File: src/rtl/pcs_frame_pkg.sv
// Shared definitions for the frame checker delay-search sequencer.
package pcs_frame_pkg;

  localparam int DEF_MAX_DELAY = 2048;
  localparam int DEF_N_BLOCKS  = 2048;

  // Sequencer states. SETTLE is shared by the sweep and the locked path.
  typedef enum logic [2:0] {
    ST_IDLE    = 3'd0,
    ST_SETTLE  = 3'd1,
    ST_SWEEP   = 3'd2,
    ST_EVAL    = 3'd3,
    ST_MONITOR = 3'd4,
    ST_FAIL    = 3'd5
  } align_state_e;

  // A valid compare block is an error unless both the ctrl and data lanes matched.
  function automatic logic block_error(input logic valid, input logic ctrl, input logic data);
    return valid && !(ctrl && data);
  endfunction

endpackage

File: src/rtl/align_window_cnt.sv
// Valid-block window counter with saturating error accumulator.
// In settle mode it counts SETTLE valid blocks and ignores errors;
// otherwise it counts N_BLOCKS valid blocks and accumulates errors.
// o_done pulses on the last valid block of the window; o_err_total
// already includes that block's error so the caller can latch it directly.
module align_window_cnt
  import pcs_frame_pkg::*;
#(
  parameter int N_BLOCKS = DEF_N_BLOCKS,
  parameter int SETTLE   = 2,
  parameter int NB_CNT   = $clog2(N_BLOCKS + 1)
) (
  input  logic              i_clock,
  input  logic              i_reset_n,
  input  logic              i_enable,
  input  logic              i_clear,
  input  logic              i_settle_mode,
  input  logic              i_valid,
  input  logic              i_error,
  output logic              o_done,
  output logic [NB_CNT-1:0] o_err_total
);

  localparam logic [NB_CNT-1:0] WIN_LAST = NB_CNT'(N_BLOCKS - 1);
  localparam logic [NB_CNT-1:0] SET_LAST = NB_CNT'(SETTLE - 1);
  localparam logic [NB_CNT-1:0] ERR_SAT  = NB_CNT'(N_BLOCKS);

  logic [NB_CNT-1:0] blk_cnt;
  logic [NB_CNT-1:0] err_cnt;
  logic [NB_CNT-1:0] last_blk;
  logic              err_inc;

  // Window end detection and running error total including this block.
  always_comb begin
    last_blk    = i_settle_mode ? SET_LAST : WIN_LAST;
    o_done      = i_valid && (blk_cnt == last_blk);
    err_inc     = i_valid && i_error && !i_settle_mode && (err_cnt < ERR_SAT);
    o_err_total = err_cnt + {{(NB_CNT-1){1'b0}}, err_inc};
  end

  // Counters advance on valid blocks only; window end wraps both to zero.
  always_ff @(posedge i_clock or negedge i_reset_n) begin
    if (!i_reset_n) begin
      blk_cnt <= '0;
      err_cnt <= '0;
    end else if (i_enable) begin
      if (i_clear || o_done) begin
        blk_cnt <= '0;
        err_cnt <= '0;
      end else if (i_valid) begin
        blk_cnt <= blk_cnt + NB_CNT'(1);
        err_cnt <= o_err_total;
      end
    end
  end

endmodule

File: src/rtl/frame_align_ctrl.sv
// Delay-search sequencer: sweeps the shift-memory read pointer over all
// candidate delays, locks on the delay with the fewest window errors and
// monitors the locked link, re-sweeping after sustained loss.
//
// Handshake: i_match_valid qualifies i_match_ctrl/i_match_data for one cycle;
// there is no backpressure, every valid block on an enabled cycle is consumed.
module frame_align_ctrl
  import pcs_frame_pkg::*;
#(
  parameter  int MAX_DELAY    = DEF_MAX_DELAY,
  parameter  int N_BLOCKS     = DEF_N_BLOCKS,
  parameter  int SETTLE       = 2,
  parameter  int LOSS_THR     = 16,
  parameter  int LOSS_WINDOWS = 3,
  localparam int NB_ADDR      = $clog2(MAX_DELAY),
  localparam int NB_CNT       = $clog2(N_BLOCKS + 1)
) (
  input  logic               i_clock,
  input  logic               i_reset_n,
  input  logic               i_enable,
  input  logic               i_start,
  input  logic               i_match_valid,
  input  logic               i_match_ctrl,
  input  logic               i_match_data,
  output logic [NB_ADDR-1:0] o_read_ptr,
  output logic               o_searching,
  output logic               o_lock,
  output logic               o_fail,
  output logic [NB_ADDR-1:0] o_best_delay,
  output logic [NB_CNT-1:0]  o_min_error,
  output logic [NB_CNT-1:0]  o_window_errors,
  output align_state_e       o_dbg_state
);

  localparam int                 NB_BAD     = $clog2(LOSS_WINDOWS + 1);
  localparam logic [NB_CNT-1:0]  THR        = NB_CNT'(LOSS_THR);
  localparam logic [NB_BAD-1:0]  BAD_LAST   = NB_BAD'(LOSS_WINDOWS - 1);
  localparam logic [NB_ADDR-1:0] DELAY_LAST = NB_ADDR'(MAX_DELAY - 1);

  align_state_e       state, state_n;
  logic [NB_ADDR-1:0] ptr_n, best_n;
  logic [NB_CNT-1:0]  min_n, werr_n;
  logic               fail_n;
  logic [NB_BAD-1:0]  bad_cnt, bad_n;
  logic               locked_path, locked_path_n;
  logic               cnt_clear;
  logic               blk_error;
  logic               win_done;
  logic [NB_CNT-1:0]  err_total;

  assign blk_error   = block_error(i_match_valid, i_match_ctrl, i_match_data);
  assign o_dbg_state = state;

  align_window_cnt #(
    .N_BLOCKS (N_BLOCKS),
    .SETTLE   (SETTLE),
    .NB_CNT   (NB_CNT)
  ) u_win (
    .i_clock       (i_clock),
    .i_reset_n     (i_reset_n),
    .i_enable      (i_enable),
    .i_clear       (cnt_clear),
    .i_settle_mode (state == ST_SETTLE),
    .i_valid       (i_match_valid),
    .i_error       (blk_error),
    .o_done        (win_done),
    .o_err_total   (err_total)
  );

  // Next-state and next-output decisions; i_start overrides everything.
  always_comb begin
    state_n       = state;
    ptr_n         = o_read_ptr;
    best_n        = o_best_delay;
    min_n         = o_min_error;
    werr_n        = o_window_errors;
    fail_n        = o_fail;
    bad_n         = bad_cnt;
    locked_path_n = locked_path;
    cnt_clear     = 1'b0;
    if (i_start) begin
      state_n       = ST_SETTLE;
      ptr_n         = '0;
      best_n        = '0;
      min_n         = '1;
      fail_n        = 1'b0;
      bad_n         = '0;
      locked_path_n = 1'b0;
      cnt_clear     = 1'b1;
    end else begin
      case (state)
        ST_IDLE: begin
          ptr_n     = '0;
          cnt_clear = 1'b1;
        end
        ST_SETTLE: begin
          if (win_done) state_n = locked_path ? ST_MONITOR : ST_SWEEP;
        end
        ST_SWEEP: begin
          if (win_done) begin
            werr_n = err_total;
            // Strict compare keeps the lowest delay on ties.
            if (err_total < o_min_error) begin
              min_n  = err_total;
              best_n = o_read_ptr;
            end
            if (o_read_ptr == DELAY_LAST) begin
              state_n = ST_EVAL;
            end else begin
              ptr_n   = o_read_ptr + NB_ADDR'(1);
              state_n = ST_SETTLE;
            end
          end
        end
        ST_EVAL: begin
          cnt_clear = 1'b1;
          if (o_min_error <= THR) begin
            ptr_n         = o_best_delay;
            bad_n         = '0;
            locked_path_n = 1'b1;
            state_n       = ST_SETTLE;
          end else begin
            fail_n  = 1'b1;
            state_n = ST_FAIL;
          end
        end
        ST_MONITOR: begin
          if (win_done) begin
            werr_n = err_total;
            if (err_total > THR) begin
              if (bad_cnt == BAD_LAST) begin
                // Sustained loss: restart the sweep from delay 0.
                state_n       = ST_SETTLE;
                ptr_n         = '0;
                best_n        = '0;
                min_n         = '1;
                bad_n         = '0;
                locked_path_n = 1'b0;
              end else begin
                bad_n = bad_cnt + NB_BAD'(1);
              end
            end else begin
              bad_n = '0;
            end
          end
        end
        ST_FAIL: begin
          cnt_clear = 1'b1;
        end
        default: begin
          state_n   = ST_IDLE;
          cnt_clear = 1'b1;
        end
      endcase
    end
  end

  // State and registered outputs; i_enable low freezes everything.
  always_ff @(posedge i_clock or negedge i_reset_n) begin
    if (!i_reset_n) begin
      state           <= ST_IDLE;
      o_read_ptr      <= '0;
      o_best_delay    <= '0;
      o_min_error     <= '1;
      o_window_errors <= '0;
      o_fail          <= 1'b0;
      o_lock          <= 1'b0;
      o_searching     <= 1'b0;
      bad_cnt         <= '0;
      locked_path     <= 1'b0;
    end else if (i_enable) begin
      state           <= state_n;
      o_read_ptr      <= ptr_n;
      o_best_delay    <= best_n;
      o_min_error     <= min_n;
      o_window_errors <= werr_n;
      o_fail          <= fail_n;
      o_lock          <= (state_n == ST_MONITOR);
      o_searching     <= (state_n == ST_SETTLE) || (state_n == ST_SWEEP);
      bad_cnt         <= bad_n;
      locked_path     <= locked_path_n;
    end
  end

endmodule

File: config.mk
export PLATFORM = sky130hd
export DESIGN_NAME = frame_align_ctrl
export DESIGN_NICKNAME = d
export VERILOG_FILES = /design/src/rtl/pcs_frame_pkg.sv /design/src/rtl/align_window_cnt.sv /design/src/rtl/frame_align_ctrl.sv
export SDC_FILE = /design/constraint.sdc
export NUM_CORES = 1
export LEC_CHECK = 0
export CORE_MARGIN = 3
export CORE_UTILIZATION = 60
export DETAILED_ROUTE_END_ITERATION = 16
export PLACE_DENSITY = 0.95
export SKIP_LAST_GASP = 1
export SLEW_MARGIN = 20
export SYNTH_ARGS = -nofsm -noshare
export SYNTH_HDL_FRONTEND = slang
export SYNTH_SLANG_ARGS = --single-unit
File: constraint.sdc
create_clock -name i_clock -period 9.9 [get_ports i_clock]
set_clock_uncertainty 0.15 [all_clocks]
set_input_delay 0.99 -clock i_clock [delete_from_list [all_inputs] [get_ports i_clock]]
set_output_delay 0.99 -clock i_clock [all_outputs]
set_load 0.1 [all_outputs]
# [Word-level counts from Yosys, hierarchy flattened]
# Index checks and enable logic that the tools add are counted.
[classes] bitwise=1 add_sub_neg=4 n_lt_le_gt_ge=4 eq_ne=19 n_reduce_logical=26 n_mux=51
[ops] op="11-bit two-way mux" count=11
[ops] op="12-bit two-way mux" count=10
[ops] op="11-bit case mux with 4 select lines" count=1
[ops] op="3-bit two-way mux" count=8
[ops] op="12-bit case mux with 2 select lines" count=1
[ops] op="11-bit case mux with 2 select lines" count=1
[ops] op="3-bit inequality test, second input constant" count=5
[ops] op="3-bit case mux with 5 select lines" count=1
[ops] op="12-bit by 1-bit adder with 12-bit output" count=1
[ops] op="12-bit by 1-bit adder with 12-bit output, second input constant" count=1
[ops] op="12-bit == test" count=1
[ops] op="12-bit by 5-bit > comparator with 1-bit output, second input constant" count=1
[ops] op="12-bit by 5-bit <= comparator with 1-bit output, second input constant" count=1
[ops] op="12-bit < comparator" count=1
[ops] op="12-bit < comparator, second input constant" count=1
[ops] op="2-bit two-way mux" count=6
[ops] op="11-bit by 1-bit adder with 11-bit output, second input constant" count=1
[ops] op="11-bit == test, second input constant" count=1
[ops] op="1-bit two-way mux" count=10
[ops] op="3-bit by 2-bit == test with 1-bit output, second input constant" count=3
[ops] op="3-bit == test, second input constant" count=3
[ops] op="4-bit AND reduction" count=2
[ops] op="8-bit AND reduction" count=1
[ops] op="7-bit AND reduction" count=1
[ops] op="other kinds (20)" count=32
[word_totals] input_bits=7 out_inout_bits=52 register_bits=79

# [Longest topological paths before layout]
[logic_depth] ltp_word=14 mapped_depth=17 mapped_depth_nobuf=15

# [Hierarchy]
# Synthesis repeated with hierarchy kept, for this count alone.
[hier_totals] hier_cells=545 area_unflattened_um2=4982.3
[modules_own_cells] mod="frame_align_ctrl" area_each_um2=3355.7 n_inst=1 cells_each=360 seq_area_each_um2=1391.3
[modules_own_cells] mod="align_window_cnt" area_each_um2=1626.6 n_inst=1 cells_each=185 seq_area_each_um2=600.6

# [Least setup slack after synthesis]
# OpenSTA, ideal clock, no wires.
[synth_path] path_kind="reg-to-reg" start="reg state[2], in the netlist o_dbg_state[2]" end="reg o_best_delay[4]" path_buffers=2 stages_incl_launch_ff=18 setup_slack_ns=4.833 arrival_time_ns=4.793 setup_time_ns=0.123 path_cell_list="dfrtp_1 > buf_2 > nor3b_1 > a2111oi_0 > ha_1 > ha_1 > nand2_1 > nor3_4 > xor2_2 > ha_1 > a21oi_1 > nor2b_1 > or4_1 > a211oi_1 > nor3_1 > a211o_2 > buf_6 > a22o_1"
[synth_via] elab_chain_cells=8 elab_cells_between_ends=21
[synth_lines] item="start: declaration" line="frame_align_ctrl.sv:40" text="align_state_e state, state_n;"
[synth_lines] item="start signal: assignment" line="frame_align_ctrl.sv:172" text="state <= state_n;"
[synth_lines] item="3-bit by 1-bit == test with 1-bit output *" line="frame_align_ctrl.sv:63" text=".i_settle_mode (state == ST_SETTLE),"
[synth_lines] item="1-bit zero test *" line="align_window_cnt.sv:37" text="err_inc = i_valid && i_error && !i_settle_mode && (err_cnt < ERR_SAT);"
[synth_lines] item="1-bit logical AND * (2 in a row)" line="align_window_cnt.sv:37"
[synth_lines] item="12-bit by 1-bit adder with 12-bit output *" line="align_window_cnt.sv:38" text="o_err_total = err_cnt + {{(NB_CNT-1){1'b0}}, err_inc};"
[synth_lines] item="net err_total[10]" line="frame_align_ctrl.sv:49" text="logic [NB_CNT-1:0] err_total;"
[synth_lines] item="12-bit < comparator / 12-bit by 5-bit > comparator with 1-bit output (equally long branches)" line="frame_align_ctrl.sv:103, frame_align_ctrl.sv:130"
[synth_lines] item="3-bit inequality test (no source line)"
[synth_lines] item="7-bit AND reduction (no source line) *"
[synth_lines] item="end signal: assignment" line="frame_align_ctrl.sv:174" text="o_best_delay <= best_n;"
[synth_lines] item="end: declaration" line="frame_align_ctrl.sv:29" text="output logic [NB_ADDR-1:0] o_best_delay,"
# The timed path passes the listed nets; every way through them passes the cells marked *.
# A chain may end at the register's enable or synchronous reset.

# [Final worst setup path]
[layout_path] start="in i_match_valid" end="reg o_best_delay[0]"
[layout_via] elab_chain_cells=8 elab_cells_between_ends=13
[layout_lines] item="start: declaration" line="frame_align_ctrl.sv:22" text="input logic i_match_valid,"
[layout_lines] item="1-bit logical AND" line="pcs_frame_pkg.sv:19" text="return valid && !(ctrl && data);"
[layout_lines] item="1-bit logical AND * (3 in a row)" line="align_window_cnt.sv:37"
[layout_lines] item="12-bit by 1-bit adder with 12-bit output *" line="align_window_cnt.sv:38"
[layout_lines] item="net err_total[6]" line="frame_align_ctrl.sv:49"
[layout_lines] item="12-bit < comparator / 12-bit by 5-bit > comparator with 1-bit output (equally long branches)" line="frame_align_ctrl.sv:103, frame_align_ctrl.sv:130"
[layout_lines] item="3-bit inequality test (no source line)"
[layout_lines] item="7-bit AND reduction (no source line) *"
# Marked as above.

==> results.json <==
{
  "drive_gt1_frac": 0.118,
  "p_leak_uw": 0.00246,
  "start_util": 0.638,
  "drc": 0,
  "final_nets": 542,
  "final.setup.tns_ns": 0,
  "wire_per_inst_um": 18.6,
  "hold_viol_final": 0,
  "path_clk_slew_ns": 0.09,
  "grt_max_degree": 80,
  "netlist_instances": 466,
  "slowest_stage": "nor2_1",
  "boundaryPins": 59,
  "h-tree-depth": 3,
  "antenna_found_initial": 0,
  "seq_area_mm2": 0.00199,
  "track_usage": 0.277,
  "tritoncts": "done",
  "grt_pass1_vias": 3917,
  "routed_via_density": 6.56,
  "multi_input_area_mm2": 0.00224,
  "crit_buf_inv": 2,
  "worstPathArrival_ns": 5.79,
  "relSlewSlack": 0.323,
  "synth_cell_types": 67,
  "syn_nets": 489,
  "synthArstFlopShare": 1.00,
  "crit_family": "compound AO/OA/AOI/OAI gates",
  "ant_nets": 0,
  "p_switching_uw": 403,
  "seqPwrFrac": 0.400,
  "slew_viol_final": 0,
  "gp_congestion": 0.934,
  "antennaDiodeCount": 0,
  "firstDrtPassIters": 5,
  "setup_viol": 0,
  "path_cells": "clkdlybuf4s50_1 -> inv_1 -> a2111oi_0 -> ha_1 -> ha_1 -> nand2_1 -> or3_1 -> nand2_1 -> ha_1 -> a21o_1 -> a211oi_1 -> a21oi_1 -> a211oi_1 -> nand2_1 -> nor2_1 -> a22o_1",
  "period_minus_slack_ns": 5.65,
  "crit_type": "in2reg",
  "synth_edf_count": 0,
  "worstMarginPinSlew_ns": 1.01,
  "row_count": 30,
  "ys.flop_type": "dfrtp_1",
  "num_vias": 4068,
  "clock_power_share": 0.256,
  "cp-end-kind": "flop",
  "dpl.hpwl_mm": 7.85,
  "p_int_uw": 545,
  "clk_path_buf_depth": 2,
  "die_w_um": 92.1,
  "grt_pass1_wl_mm": 18.9,
  "crit_fanout": 12,
  "netlist_area_mm2": 0.00445,
  "placed_area_mm2": 0.00508,
  "grt.overflow.total": 0,
  "fillerInstances": 483,
  "clock-sinks": 79,
  "synth-seq-area-share": 0.447,
  "avgSynthCellArea_um2": 9.55,
  "power_frac_comb": 0.344,
  "worstPathRequired_ns": 10.05,
  "worstHoldPathType": "reg2reg",
  "die_y_um": 92.1,
  "critPathMaxStageDelay_ns": 0.64,
  "rsz0062_at_grt": "no",
  "cts_setup_buffers": 0,
  "min_period_over_period": 0.570,
  "cts_inserted_buffers": 9,
  "port_buffers": 58,
  "start_kind": "input pin",
  "core-area_mm2": 0.00698,
  "design_area_mm2": 0.00528,
  "fmax_mhz": 177,
  "postCtsHoldBufs": 0,
  "synth_seq_cells": 79,
  "worstSkewPairLatency_ns": 0.36,
  "postCtsResizedCells": 0,
  "ir_drop_v": 0.0000932,
  "ys_warn_count": 0,
  "root_buffer": "clkbuf_8",
  "area_growth_syn_to_layout_pct": 18.6,
  "final_util": 0.756,
  "outcome": "complete, no violations",
  "powerDensity_mw_per_mm2": 180,
  "drt_iter0_drc": 372,
  "switching_share": 0.425,
  "finalPower_uw": 948,
  "cap_violations": 0,
  "routed_wl_mm": 11.5,
  "die_area_mm2": 0.00849
}
tightest hold or removal path, stage by stage, from the launching register on:
cell and delay [ns]:
dfstp_2 0.39, inv_1 0.05, a21oi_1 0.05
cell type report:
| type | instances | share of cell area |
|---|---|---|
| Clock buffer | 10 | 0.0282 |
| Timing Repair Buffer | 63 | 0.117 |
| Sequential cell | 79 | 0.377 |
| Clock inverter | 6 | 0.00924 |
| Inverter | 32 | 0.0227 |
| Tap cell | 96 | 0.0227 |
| Multi-Input combinational cell | 334 | 0.423 |
state kept, by name (all words and copies together) (netlist names):
| name | cells |
|---|---|
| o_searching | 1 |
| o_min_error | 12 |
| o_lock | 1 |
| o_fail | 1 |
| locked_path | 1 |
| o_window_errors | 12 |
| u_win.err_cnt | 12 |
| o_best_delay | 11 |
| o_dbg_state | 3 |
| o_read_ptr | 11 |
| bad_cnt | 2 |
| u_win.blk_cnt | 12 |
cells in the mapped netlist, types with 3 or more instances:
cell	count	area, um2
inv_1	31	116
dfrtp_1	67	1680
mux2_2	13	146
dfstp_2	12	315
and3_1	5	31.3
xnor2_1	5	43.8
o31ai_1	3	22.5
o21ai_0	22	110
a32oi_1	3	26.3
xor2_1	10	87.6
a21oi_1	31	155
o211ai_1	3	22.5
a22o_1	22	193
nand2_1	29	109
ha_1	16	200
and4_1	3	26.3
nor4_1	8	50.1
or3_1	7	43.8
a211oi_1	10	75.1
nor3_1	12	60.1
o31a_1	3	26.3
nand3_1	14	70.1
clkbuf_1	12	45.0
o22ai_1	11	68.8
buf_2	5	25.0
nand4_1	13	81.3
nor2_1	44	165
power by group through the flow:
stage,sequential (uW),combinational (uW),clock (uW)
after detailed placement,384,319,0
after global placement,382,313,0
after CTS,377,322,243
final,379,326,243
after floorplan,472,154,0
after global routing,383,345,257
through the flow:
stage | instances | setup WS [ns] | hold slack (ns)
2_1_floorplan | 466 | 4.83 | 0.322
3_3_place_gp | 603 | 4.32 | 0.322
3_5_place_dp | 603 | 4.03 | 0.324
4_1_cts | 619 | 4.39 | 0.336
5_1_grt | 620 | 3.89 | 0.384
6_report | 620 | 4.25 | 0.340
routing by layer:
metal  GRT usage  routed length, um  up-vias
met4       0.141                372        0
met1       0.359               4670     1960
met3      0.0476                897       40
met2       0.450               5590      240
li1            -                  -     1828
met5           0                  0        -
worst paths after layout:
path / start / end / slack (ns) / cells past startpoint
hold / removal: o_min_error[0] / o_min_error[0] / 0.34 / 2
hold reg to reg: o_min_error[0] / o_min_error[0] / 0.34 / 2
setup reg to reg: o_dbg_state[1] / o_best_delay[0] / 4.48 / 15
min in group asynchronous: i_reset_n / o_read_ptr[8] / 0.64 / 1
setup / recovery: i_match_valid / o_best_delay[0] / 4.25 / 16
max in group asynchronous: i_reset_n / u_win.err_cnt[5] / 8.36 / 1
cell usage in the layout (no fill, tap or decap), types with 8 or more instances in the layout:
cell type / count
clkdlybuf4s50_1: 57
o22ai_1: 11
a22o_1: 22
a211oi_1: 10
nand3_1: 14
xor2_1: 10
a21oi_1: 31
ha_1: 16
dfstp_2: 12
nor2_1: 44
nor4_1: 8
nand4_1: 13
nor3_1: 12
dfrtp_1: 67
clkbuf_8: 9
mux2_2: 13
o21ai_0: 22
nand2_1: 29
inv_1: 31
cell families (layout without fill, tap and decap cells):
kind of cell,after synthesis,after routing,share of synthesized area
buffers and inverters,53,111,0.0503
adder cells (fa/ha/maj),16,16,0.0450
AO/OA/AOI/OAI,138,138,0.214
AND/OR/NAND/NOR,148,148,0.169
XOR/XNOR,16,16,0.0332
multiplexers,16,16,0.0410
flip-flops,79,79,0.447
Power figures use the tool's default switching activity.
